===== src/rtl/debounce_bank.sv =====
// debounce_bank: bank of CHANNELS independent button debouncers sharing one
// tick prescaler. Each channel gives a debounced level, press/release pulses,
// a long-press pulse and (optionally) an auto-repeat pulse.
// Build option: define DEBOUNCE_REPEAT_EN to include the auto-repeat timers;
// without it repeat_p is tied low.
module debounce_bank #(
   parameter int CHANNELS     = 4,
   parameter int TICK_DIV     = 1000,
   parameter int STABLE_TICKS = 10,
   parameter int LONG_TICKS   = 500,
   parameter int REPEAT_TICKS = 100
) (
   input  logic                clk,
   input  logic                rst,
   input  logic [CHANNELS-1:0] btn,
   output logic [CHANNELS-1:0] state,
   output logic [CHANNELS-1:0] pressed,
   output logic [CHANNELS-1:0] released,
   output logic [CHANNELS-1:0] long_press,
   output logic [CHANNELS-1:0] repeat_p
);

   localparam int DIV_W  = (TICK_DIV > 1) ? $clog2(TICK_DIV) : 1;
   localparam int CNT_W  = $clog2(STABLE_TICKS + 1);
   localparam int HOLD_W = $clog2(LONG_TICKS + 1);

   if (CHANNELS < 1 || TICK_DIV < 1 || STABLE_TICKS < 1 ||
       LONG_TICKS < 1 || REPEAT_TICKS < 1) begin : g_param_check
      $error("debounce_bank: all parameters must be >= 1");
   end

   logic [CHANNELS-1:0] sync_q1;
   logic [CHANNELS-1:0] sync_q2;
   logic [DIV_W-1:0]    div_cnt;
   logic                tick;

   // two-flop synchronizer on the raw button levels
   always_ff @(posedge clk or negedge rst) begin
      if (!rst) begin
         sync_q1 <= '0;
         sync_q2 <= '0;
      end else begin
         sync_q1 <= btn;
         sync_q2 <= sync_q1;
      end
   end

   assign tick = (div_cnt == DIV_W'(TICK_DIV - 1));

   // shared prescaler, tick on the last count of each period
   always_ff @(posedge clk or negedge rst) begin
      if (!rst) begin
         div_cnt <= '0;
      end else if (tick) begin
         div_cnt <= '0;
      end else begin
         div_cnt <= div_cnt + 1'b1;
      end
   end

   for (genvar i = 0; i < CHANNELS; i++) begin : g_ch
      logic [CNT_W-1:0]  cnt;
      logic [HOLD_W-1:0] hold;
      logic              st_q;
      logic              pr_q;
      logic              rl_q;
      logic              lp_q;
      logic              rp_q;
      logic              flip;
      logic              fall;
      logic              hold_full;

      // flip happens on the STABLE_TICKS-th consecutive disagreeing tick
      assign flip      = tick && (sync_q2[i] != st_q) &&
                         (cnt == CNT_W'(STABLE_TICKS - 1));
      assign fall      = flip && st_q;
      assign hold_full = (hold == HOLD_W'(LONG_TICKS));

      // stability counter, debounced level and edge pulses
      always_ff @(posedge clk or negedge rst) begin
         if (!rst) begin
            cnt  <= '0;
            st_q <= 1'b0;
            pr_q <= 1'b0;
            rl_q <= 1'b0;
         end else begin
            pr_q <= 1'b0;
            rl_q <= 1'b0;
            if (sync_q2[i] == st_q) begin
               cnt <= '0;
            end else if (flip) begin
               cnt  <= '0;
               st_q <= sync_q2[i];
               pr_q <= sync_q2[i];
               rl_q <= ~sync_q2[i];
            end else if (tick) begin
               cnt <= cnt + 1'b1;
            end
         end
      end

      // hold timer; long press is dropped if release lands on the same tick
      always_ff @(posedge clk or negedge rst) begin
         if (!rst) begin
            hold <= '0;
            lp_q <= 1'b0;
         end else begin
            lp_q <= st_q && tick && !fall && (hold == HOLD_W'(LONG_TICKS - 1));
            if (!st_q) begin
               hold <= '0;
            end else if (tick && !hold_full) begin
               hold <= hold + 1'b1;
            end
         end
      end

`ifdef DEBOUNCE_REPEAT_EN
      localparam int RPT_W = $clog2(REPEAT_TICKS + 1);
      logic [RPT_W-1:0] rpt;

      // repeat timer runs only once the hold timer has saturated
      always_ff @(posedge clk or negedge rst) begin
         if (!rst) begin
            rpt  <= '0;
            rp_q <= 1'b0;
         end else begin
            rp_q <= 1'b0;
            if (!st_q) begin
               rpt <= '0;
            end else if (tick && hold_full) begin
               if (rpt == RPT_W'(REPEAT_TICKS - 1)) begin
                  rpt  <= '0;
                  rp_q <= !fall;
               end else begin
                  rpt <= rpt + 1'b1;
               end
            end
         end
      end
`else
      assign rp_q = 1'b0;
`endif

      assign state[i]      = st_q;
      assign pressed[i]    = pr_q;
      assign released[i]   = rl_q;
      assign long_press[i] = lp_q;
      assign repeat_p[i]   = rp_q;
   end

endmodule

===== config.mk =====
export PLATFORM = sky130hd
export DESIGN_NAME = debounce_bank
export DESIGN_NICKNAME = d
export VERILOG_FILES = /design/src/rtl/debounce_bank.sv
export SDC_FILE = /design/constraint.sdc
export NUM_CORES = 1
export LEC_CHECK = 0
export CORE_ASPECT_RATIO = 1.4
export CORE_MARGIN = 8
export CORE_UTILIZATION = 55
export CTS_CLUSTER_SIZE = 16
export DETAILED_ROUTE_END_ITERATION = 8
export DONT_BUFFER_PORTS = 1
export PLACE_DENSITY = 0.78
export SYNTH_ARGS = -nofsm -noshare
export SYNTH_HDL_FRONTEND = slang
export SYNTH_SLANG_ARGS = --single-unit

===== constraint.sdc =====
create_clock -name clk -period 3.64 [get_ports clk]
set_clock_uncertainty 0.1 [all_clocks]
set_input_delay 0.182 -clock clk [delete_from_list [all_inputs] [get_ports clk]]
set_output_delay 0.182 -clock clk [all_outputs]
set_load 0.03 [all_outputs]

==> metrics.yaml <==
outcome: "complete, no violations"
dp_slack_ns: 1.04
tritoncts: "yes"
die_h_um: 122
required_ns: 3.80
irDropWorstVdd_mv: 0.262
criticalPathCategory: "flop to flop"
synth.distinct_cells: 48
crit_arrival_ns: 2.76
setup_viol: 0
wl_um: 8160
grt_max_degree: 87
syn_inst: 452
wire_per_inst_um: 15.0
drtIter0Drc: 146
rsz0062_at_grt: "no"
cts_resized: 0
synthFlopType: "dfrtp_1"
clkPwrFrac: 0.470
viasPerCell: 5.90
ys_ff_latch: 86
drv_cap: 0
area_growth_pct: 6.19
fillCellCount: 691
first_pass_iters: 4
portBuffers: 0
antennaDiodeCount: 0
cts_buffers: 9
syn_area_um2: 4450
grt_pass1_vias: 3082
grt_pass1_wl_um: 14300
hold_violations: 0
finalMaxSlewViolations: 0
netlist.area_leader.share: 0.484
die_area_um2: 11300
clk_pin_slew_worst_paths_ns: 0.06
min_from: "sync_q1[3]"
synth-edff-count: 0
netlist_top_cells_area: "dfrtp_1 48%, ha_1 4.8%, nand2_1 4.7%"
sw_frac_of_total: 0.211
crit_path_cell_trace: "nor2b_1 -> nand3_4 -> or4_1 -> a21oi_1"
hold_buffers: 6
cts_setup_buffers: 0
clk_path_buf_depth: 2
endpoint_kind: "flop"
pwr-share-seq: 0.512
internal_power_uw: 1490
fin_nets: 461
boundaryPins: 26
place_congestion: 0.772
clock_sinks: 86
row_count: 39
cellLeakagePower_uw: 0.00194
track_usage: 0.157
cpMaxStageDelayCell: "or4_1"
fin_ws_ns: 1.04
post-dp-hpwl_um: 5510
crit_start: "div_cnt[2]"
start_util: 0.556
antenna_found_initial: 0
max_freq_mhz: 385
insertion_delay_ns: 0.34
combinationalPowerShare: 0.019
htreeDepth: 3
worstMarginPinSlew_ns: 0.789
power.density_nw_per_um2: 399
post-route-period-util: 0.713
p_switching_uw: 397
cts_root_buf: "clkbuf_16"
start_kind: "flop"
synth.avg_cell_area_um2: 9.84
period_minus_slack_ns: 2.60
yosysTopAreaCell: "dfrtp_1"
synth-warning-count: 0
hold_path_class: "flop to flop"
max_stage_delay_ns: 0.67
ys_async_sr_fraction: 1.00
crit_fanout: 47
antenna_left: 0
yosysSeqAreaShare: 0.484
maxSlewHeadroom: 0.474
grt_remaining_overflow: 0
setup_tns_ns: 0
vias: 3218
post_route_cells_drive_above_1_share: 0.0542
die_width_um: 92.0
drcViolationCount: 0
core_area_um2: 8000
worstReg2RegStart: "div_cnt[2]"
[cell usage after synthesis, drive strengths merged, types with 4 or more instances]
library cell / count
a21o: 5
a21oi: 26
a31oi: 6
and2: 4
and3: 11
buf: 28
clkbuf: 6
dfrtp: 86
ha: 17
inv: 19
mux2: 4
mux2i: 12
nand2: 56
nand2b: 4
nand3: 19
nand3b: 11
nand4: 11
nor2: 25
nor3: 4
nor4: 7
o211ai: 6
o21a: 4
o21ai: 19
o31ai: 6
or3: 5
or4: 10
or4b: 7
xnor2: 6
xor2: 6
[worst max-delay path, delay by kind of cell, from the launching register on]
| family | cells | cell delay (ns) |
|---|---|---|
| AND/OR/NAND/NOR | 3 | 1.84 |
| flip-flops | 1 | 0.39 |
| AO/OA/AOI/OAI | 1 | 0.18 |
[cells in the final DEF, fill, tap and decap left out, types with 7 or more instances in the layout]
cell / count
clkbuf_16: 9
nand4_1: 11
inv_1: 19
nand2_1: 56
o21ai_0: 19
dfrtp_1: 86
nor2_1: 25
nand3_1: 18
ha_1: 17
nor4_1: 7
nand3b_1: 11
a21oi_1: 26
and3_1: 11
or4_1: 10
mux2i_1: 12
[flip-flops by register name, indices dropped and copies added (netlist names)]
name,cells
div_cnt,10
g_ch.rl_q,4
g_ch.pr_q,4
g_ch.cnt,16
g_ch.hold,36
sync_q2,4
g_ch.st_q,4
g_ch.lp_q,4
sync_q1,4
[per-stage QoR]
step	power, uW	cells	area, um2	hold WS, ns	util
floorplan	993	455	4460	-0.214	-
global placement	991	523	4360	-0.209	0.545
detailed placement	992	523	4360	-0.210	0.545
CTS	1900	545	4720	0.251	0.590
global route	1940	545	4720	0.255	0.590
finish	1880	545	4720	0.249	0.590
[cell type report]
cell class	count	area (um2)	area share
multi-input cells	315	2000	0.424
well taps	102	128	0.0270
inverters	20	75.1	0.0159
clock inverters	2	15.0	0.00318
repair buffers	6	77.6	0.0164
clock buffers	14	274	0.0580
flip-flops and latches	86	2150	0.456
[routing by layer]
| metal | GRT usage | wire length (um) |
|---|---|---|
| met4 | 0.0870 | 176 |
| met3 | 0.0392 | 287 |
| met1 | 0.178 | 3490 |
| met5 | 0 | 0 |
| met2 | 0.267 | 4210 |
[cells by family (layout without fill, tap and decap cells)]
logic type                 Yosys count  in the layout  share of synthesized area
other                                1              4                   0.000843
adders and majority gates           17             17                     0.0478
DFF                                 86             86                      0.484
muxes                               16             16                     0.0371
and+or+nand+nor                    186            186                      0.228
buffers and inverters               54             42                     0.0686
xor gates and xnor gates            12             12                     0.0236
AOI/OAI and AO/OA                   80             80                      0.110
[worst paths after layout]
check | to | slack [ns] | cells past startpoint
hold / removal | sync_q2[3] | 0.25 | 0
setup reg to reg | g_ch[1].hold[3] | 1.04 | 4
min in group asynchronous | g_ch[2].cnt[1] | 0.31 | 2
max in group asynchronous | g_ch[1].rl_q | 2.82 | 2
hold reg to reg | sync_q2[3] | 0.25 | 0
setup / recovery | g_ch[1].hold[3] | 1.04 | 4
[power groups by stage]
stage	logic, uW	clock network, uW	registers [uW]
2_1_floorplan	12.1	0	981
3_3_place_gp	9.67	0	982
3_5_place_dp	9.82	0	982
4_1_cts	36.9	904	964
5_1_grt	40.8	939	964
6_report	35.1	885	964
(Power assumes the default switching activity.)
